==> src/rtl/regfile_scoreboard.sv <==
// Register file with a write-back bypass and an issue scoreboard; reads are combinational (0 cycles).
// Backpressure: stall holds back the offered instruction on RAW/WAW hazards, unless a same-cycle write-back resolves them.
module regfile_scoreboard #(
  parameter int XLEN     = 32,
  parameter int NREG     = 32,
  parameter int NREAD    = 2,
  parameter int ZERO_REG = 1,
  localparam int AW = (NREG > 1) ? $clog2(NREG) : 1,
  localparam int CW = $clog2(NREG + 1)
) (
  input  logic                   clk,
  input  logic                   rst,
  input  logic [NREAD*AW-1:0]    ra,
  input  logic [NREAD-1:0]       ra_used,
  output logic [NREAD*XLEN-1:0]  rdata,
  input  logic                   we,
  input  logic [AW-1:0]          wa,
  input  logic [XLEN-1:0]        wd,
  input  logic                   iss_valid,
  input  logic                   iss_rd_en,
  input  logic [AW-1:0]          iss_rd,
  input  logic                   flush,
  output logic                   stall,
  output logic [NREG-1:0]        busy,
  output logic [CW-1:0]          pending_cnt
);

  logic [XLEN-1:0] mem_q [NREG];
  logic [NREG-1:0] busy_q, busy_d;
  logic [CW-1:0]   cnt_q, cnt_d;

  logic [NREAD-1:0] hazard;
  logic             waw, fire, set_w, inc, dec, wr_en;

  function automatic logic is_zero(input logic [AW-1:0] a);
    return (ZERO_REG != 0) && (a == '0);
  endfunction

  for (genvar i = 0; i < NREAD; i++) begin : g_rd
    logic [AW-1:0] a_w;
    logic          byp_w;
    assign a_w   = ra[i*AW +: AW];
    assign byp_w = we & (wa == a_w);
    assign rdata[i*XLEN +: XLEN] = (rst || is_zero(a_w)) ? '0 :
                                   byp_w                  ? wd : mem_q[a_w];
    assign hazard[i] = ra_used[i] & busy_q[a_w] & ~byp_w;
  end

  assign waw   = iss_rd_en & busy_q[iss_rd] & ~(we & (wa == iss_rd));
  assign stall = ~rst & iss_valid & ((|hazard) | waw);
  assign fire  = iss_valid & ~stall & ~flush;
  assign set_w = fire & iss_rd_en & ~is_zero(iss_rd);
  assign wr_en = we & ~is_zero(wa);

  // A fired set never targets a busy register unless that register is being
  // retired this cycle, so the count moves by at most one in either direction.
  assign inc = set_w & ~busy_q[iss_rd];
  assign dec = we & busy_q[wa] & ~(set_w & (iss_rd == wa));

  always_comb begin
    busy_d = busy_q;
    cnt_d  = cnt_q;
    if (flush) begin
      busy_d = '0;
      cnt_d  = '0;
    end else begin
      if (we)    busy_d[wa]     = 1'b0;
      if (set_w) busy_d[iss_rd] = 1'b1;
      cnt_d = cnt_q + {{(CW-1){1'b0}}, inc} - {{(CW-1){1'b0}}, dec};
    end
  end

  always_ff @(posedge clk or posedge rst) begin
    if (rst) begin
      busy_q <= '0;
      cnt_q  <= '0;
      for (int r = 0; r < NREG; r++) mem_q[r] <= '0;
    end else begin
      busy_q <= busy_d;
      cnt_q  <= cnt_d;
      if (wr_en) mem_q[wa] <= wd;
    end
  end

  assign busy        = busy_q;
  assign pending_cnt = cnt_q;

endmodule

==> config.mk <==
export PLATFORM = sky130hd
export DESIGN_NAME = regfile_scoreboard
export DESIGN_NICKNAME = d
export VERILOG_FILES = /design/src/rtl/regfile_scoreboard.sv
export SDC_FILE = /design/constraint.sdc
export NUM_CORES = 2
export LEC_CHECK = 0
export ABC_AREA = 1
export BUFFER_PORTS_ARGS = -buffer_cell sky130_fd_sc_hd__buf_2
export CAP_MARGIN = 20
export CELL_PAD_IN_SITES_DETAIL_PLACEMENT = 0
export CELL_PAD_IN_SITES_GLOBAL_PLACEMENT = 2
export CORE_MARGIN = 3
export CORE_UTILIZATION = 34
export CTS_CLUSTER_DIAMETER = 200
export DETAILED_ROUTE_END_ITERATION = 8
export GPL_ROUTABILITY_DRIVEN = 0
export GPL_TIMING_DRIVEN = 1
export PLACE_DENSITY = 0.86
export SYNTH_ARGS = -nofsm -noshare
export SYNTH_HDL_FRONTEND = slang
export SYNTH_SLANG_ARGS = --single-unit
==> constraint.sdc <==
create_clock -name clk -period 38.3 [get_ports clk]
set_clock_uncertainty 0.05 [all_clocks]
set_input_delay 5.745 -clock clk [delete_from_list [all_inputs] [get_ports clk]]
set_output_delay 5.745 -clock clk [all_outputs]
set_load 0.05 [all_outputs]
# After elaboration in Yosys (flattened, before gate mapping)
# Index checks and enable logic that the tools add are counted.
[totals]
reg_bits = 1062
in_bits = 60
output_inout_bits = 103
word_cells = 127
[classes]
add_sub_neg = 2
order_cmp = 10
eq_ne = 4
mux = 30
bitwise = 37
reduce_logical = 10
[ops]
columns = ["operator", "n"]
rows = [
  ["$bwmux 1024", 1],
  ["$mux 32", 13],
  ["$bmux 32 s5", 2],
  ["$demux 32 s5", 1],
  ["$and 32x32->32", 1],
  ["$not 32->32", 1],
  ["$or 32x32->32", 1],
  ["$lt 5x6->1 const B", 4],
  ["$and 1x1->1", 20],
  ["$bmux 1 s5", 4],
  ["$eq 5x5->1", 4],
  ["$logic_not 5->1", 4],
  ["$ge 6x6->1 const B", 3],
  ["$not 5->6", 3],
  ["$demux 1 s5", 2],
  ["$ge 5x1->1 const B", 2],
  ["$not 1->1", 10],
  ["$add 6x1->6", 1],
  ["$lt 6x1->1 const B", 1],
  ["$mux 1", 6],
  ["$mux 6", 1],
  ["$sub 6x1->6", 1],
  ["$logic_and 1x1->1", 3],
  ["$logic_or 1x1->1", 2],
  ["other kinds (2)", 2],
]

# Depth between registers and ports, before layout
[depth]
ltp_word = 17
ltp_mapped = 29
mapped_depth_nobuf = 27

# Worst setup path before layout
# No wires, ideal clock.
[synth_path]
path_kind = "input -> output"
start = "in rst"
end = "out rdata[2]"
arrival_ns = 32.916
required_ns = 32.505
setup_slack_ns = -0.411
stages = 3
path_buffers = 0
path_cell_list = "inv_1 > nand2_1 > a211oi_1"
[synth_via]
elab_chain_cells = 2
[synth_rtl]
columns = ["element", "line_no", "source"]
rows = [
  ["from (decl)", "12", "input logic rst,"],
  ["$logic_or 1x1->1", "44", "assign rdata[i*XLEN +: XLEN] = (rst || is_zero(a_w)) ? '0 :"],
  ["$mux 32", "44", ""],
  ["to (decl)", "15", "output logic [NREAD*XLEN-1:0] rdata,"],
]
# No other way between the ends.

# Worst setup path in the final report
[layout_path]
start = "in ra[0]"
end = "out rdata[7]"
[layout_via]
elab_chain_cells = 6
elab_cells_between_ends = 10
cone_classes = "eq/ne (1); mux (5); bitwise (2); reduce/logical (2)"
[layout_rtl]
columns = ["element", "line_no", "source"]
rows = [
  ["from (decl)", "13", "input logic [NREAD*AW-1:0] ra,"],
  ["$not 5->6 (not written as such)", "45", "byp_w ? wd : mem_q[a_w];"],
  ["$bmux 32 s5", "45", ""],
  ["$mux 32 (not written as such) (2 in a row)", "45", ""],
  ["$mux 32", "45", ""],
  ["$mux 32 (*)", "44", ""],
]
# Every way passes the cells marked *; elsewhere a longest branch is shown, timed or not. The select of a mux whose other input is x is not followed.

==> results.toml <==
[synthesis]
synth.most_common_cell = "o21ai_0"
synth_area_per_cell_um2 = 7.36
ys_types = 43
synth.area.top_cells = "dfrtp_1 45%, o21ai_0 15%, nand2_1 9.2%"
synth_edf_count = 0
synth_top_area_share_pct = 44.8
synth-seq-cells = 1062
synthArstFlopShare_pct = 100
yosys.area.top_type = "dfrtp_1"
ys.flop_type = "dfrtp_1"
yosysSeqAreaShare_pct = 44.8
yosysWarningCount = 0
synth_area_um2 = 59400
synth_common_cells = "1761 x o21ai_0, 1455 x nand2_1, 1062 x dfrtp_1"
syn_inst = 8063
synth_fp_nets = 8130

[detailed_routing]
drt-initial-drc-count = 7406
drt_pass1_iterations = 8
ant_nets = 0
wl_um = 264000
route.detailed.drc = 0
routed_via_density = 5.81
vias = 58500
drt-wirelength-per-cell_um = 26.3

[outcome]
status = "finished clean"

[critical_path]
slowest_stage = "buf_4"
arrival_ns = 10.10
cpLargestDelayFamily = "buffers and inverters"
critPathKind = "primary input to primary output"
path_cells = "buf_8 > buf_4 > buf_4 > o21ai_0 > a21oi_1 > o221ai_1 > nand3_1 > nand3_1 > a21oi_1 > buf_2"
cp_slowest_stage_delay_ns = 0.93
end_kind = "primary output"
cp_max_fo = 116
path_buf_inv = 4
cp-start-kind = "primary input"
cp_data_required_time_ns = 32.50

[sta]
whs_ns = 0.345
fin_setup_tns_ns = 0
hold_violations = 0
setup_ws_ns = 22.40
rsz0062_at_grt = "false"
period_share_pct = 41.5
setup_viol = 0
worstMarginPinSlew_ns = 1.20
slew_violations = 0
fmax_mhz = 62.9
relSlewSlack_pct = 19.9
min_period_ns = 15.90

[floorplan]
io_pins = 163
rows = 152
core_region_area_um2 = 172000
dieArea_um2 = 180000
die_x_um = 424
fp.dieH_um = 424
initial_utilization_pct = 34.4

[clock_tree]
numCtsBuffers = 118
clock_latency_ns = 0.76
htree_levels = 3
cts_resized = 0
cts_buffer_depth = 3
post-cts-setup-buffers = 0
ctsHoldBuffers = 0
cts.sinks = 1062
cts.root.buffer_cell = "clkbuf_16"
tritoncts = "done"
clk_pin_slew_ns = 0.06

[grt]
grtUsageTotal_pct = 28.6
grt_max_degree = 183
antenna_found_initial = 24
grt_overflow = 0
grt_pass1_vias = 53700
grt_pass1_wl_um = 384000

[placed_design]
pre_cts_ws_ns = 22.54
postPlaceCellArea_um2 = 60900
dp.cells = 9835
hpwlAfterDp_um = 146000
portBuffers = 162

[final_layout]
final_util_pct = 37.7
final_area_um2 = 65000
drive_above_1_share_pct = 7.05
stdcell_count = 10100
fin_nets = 7714
area_delta_synth_final_pct = 9.43
fillers = 18100

[run]
maxCapViolCount = 0

[power]
finalPower_mw = 3.30
power.leakage_nw = 28.2
cellPowerDensity_nw_per_um2 = 50.8
peakVddDrop_mv = 0.0372

[hold_path]
hold_path.class = "flip-flop to flip-flop"
## placed cells by master (no fill, tap or decap), types with 3 or more instances in the layout
cell type,Yosys,layout
a211oi_1,10,10
a21oi_1,805,805
a22oi_1,8,8
buf_12,0,7
buf_2,195,152
buf_4,17,107
buf_8,1,5
bufinv_16,0,7
clkbuf_1,516,27
clkbuf_16,0,121
clkbuf_8,0,37
clkinv_2,0,28
clkinv_8,0,3
clkinvlp_4,0,3
dfrtp_1,1062,1062
diode_2,0,15
ha_1,6,6
inv_1,621,613
inv_2,9,6
inv_6,1,4
nand2_1,1455,1434
nand2_2,4,5
nand2_4,1,21
nand3_1,662,662
nand3_2,11,10
nand4_1,11,11
nor2_1,344,342
nor2_2,17,9
nor2_4,1,11
nor3_1,16,16
o2111ai_1,84,84
o211ai_1,280,280
o21ai_0,1761,1761
o21ai_1,26,26
o221ai_1,36,36
o22ai_1,4,4
xor2_1,4,4
## sequential cells by signal, indices dropped and copies added (netlist names)
register,flops
pending_cnt,6
mem_q,1024
busy,32
## per-layer routing
metal / vias to the layer above / share of wire (%) / GRT usage, %
met5: - / 0.025 / 0
met4: 10 / 5.1 / 13.4
met3: 606 / 9.4 / 5.62
met2: 3024 / 44 / 44.7
met1: 28300 / 41 / 38.2
li1: 26500 / - / -
## power by group
group	internal, mW	total (mW)	leakage (nW)	switching, mW
clock network	0.692	1.19	1.99	0.502
logic	0.205	0.654	12.8	0.450
registers	1.33	1.45	13.4	0.121
## layout make-up
type	instances	area (um^2)	area share (%)
antenna	15	37.5	0.0578
clock buffer	184	3620	5.58
clock inverter	34	377	0.580
inverter	634	2430	3.74
multi-input combinational	5557	27200	41.9
sequential	1062	26600	40.9
tap	2310	2890	4.45
timing repair buffer	274	1830	2.82
## worst paths after layout
| kind | from | to | slack, ns | cells past startpoint |
|---|---|---|---|---|
| setup / recovery | ra[0] | rdata[7] | 22.40 | 10 |
| hold / removal | mem_q[1000] | mem_q[1000] | 0.35 | 0 |
| setup reg to reg | busy[31] | pending_cnt[4] | 34.56 | 24 |
| hold reg to reg | mem_q[1000] | mem_q[1000] | 0.35 | 0 |
| max in group asynchronous | rst | mem_q[545] | 29.16 | 6 |
| min in group asynchronous | rst | busy[0] | 5.13 | 2 |
## cell families (layout without fill, tap and decap cells)
logic type | after synthesis | after routing | synth area share [%]
AO/OA/AOI/OAI | 3020 | 3020 | 27.5
XOR/XNOR | 6 | 6 | 0.0885
adder cells (fa/ha/maj) | 7 | 7 | 0.160
buffers and inverters | 1444 | 1126 | 9.78
flip-flops | 1062 | 1062 | 44.8
other | 0 | 15 | 0
AND/OR/NAND/NOR | 2524 | 2524 | 17.7
Power figures use the tool's default switching activity.
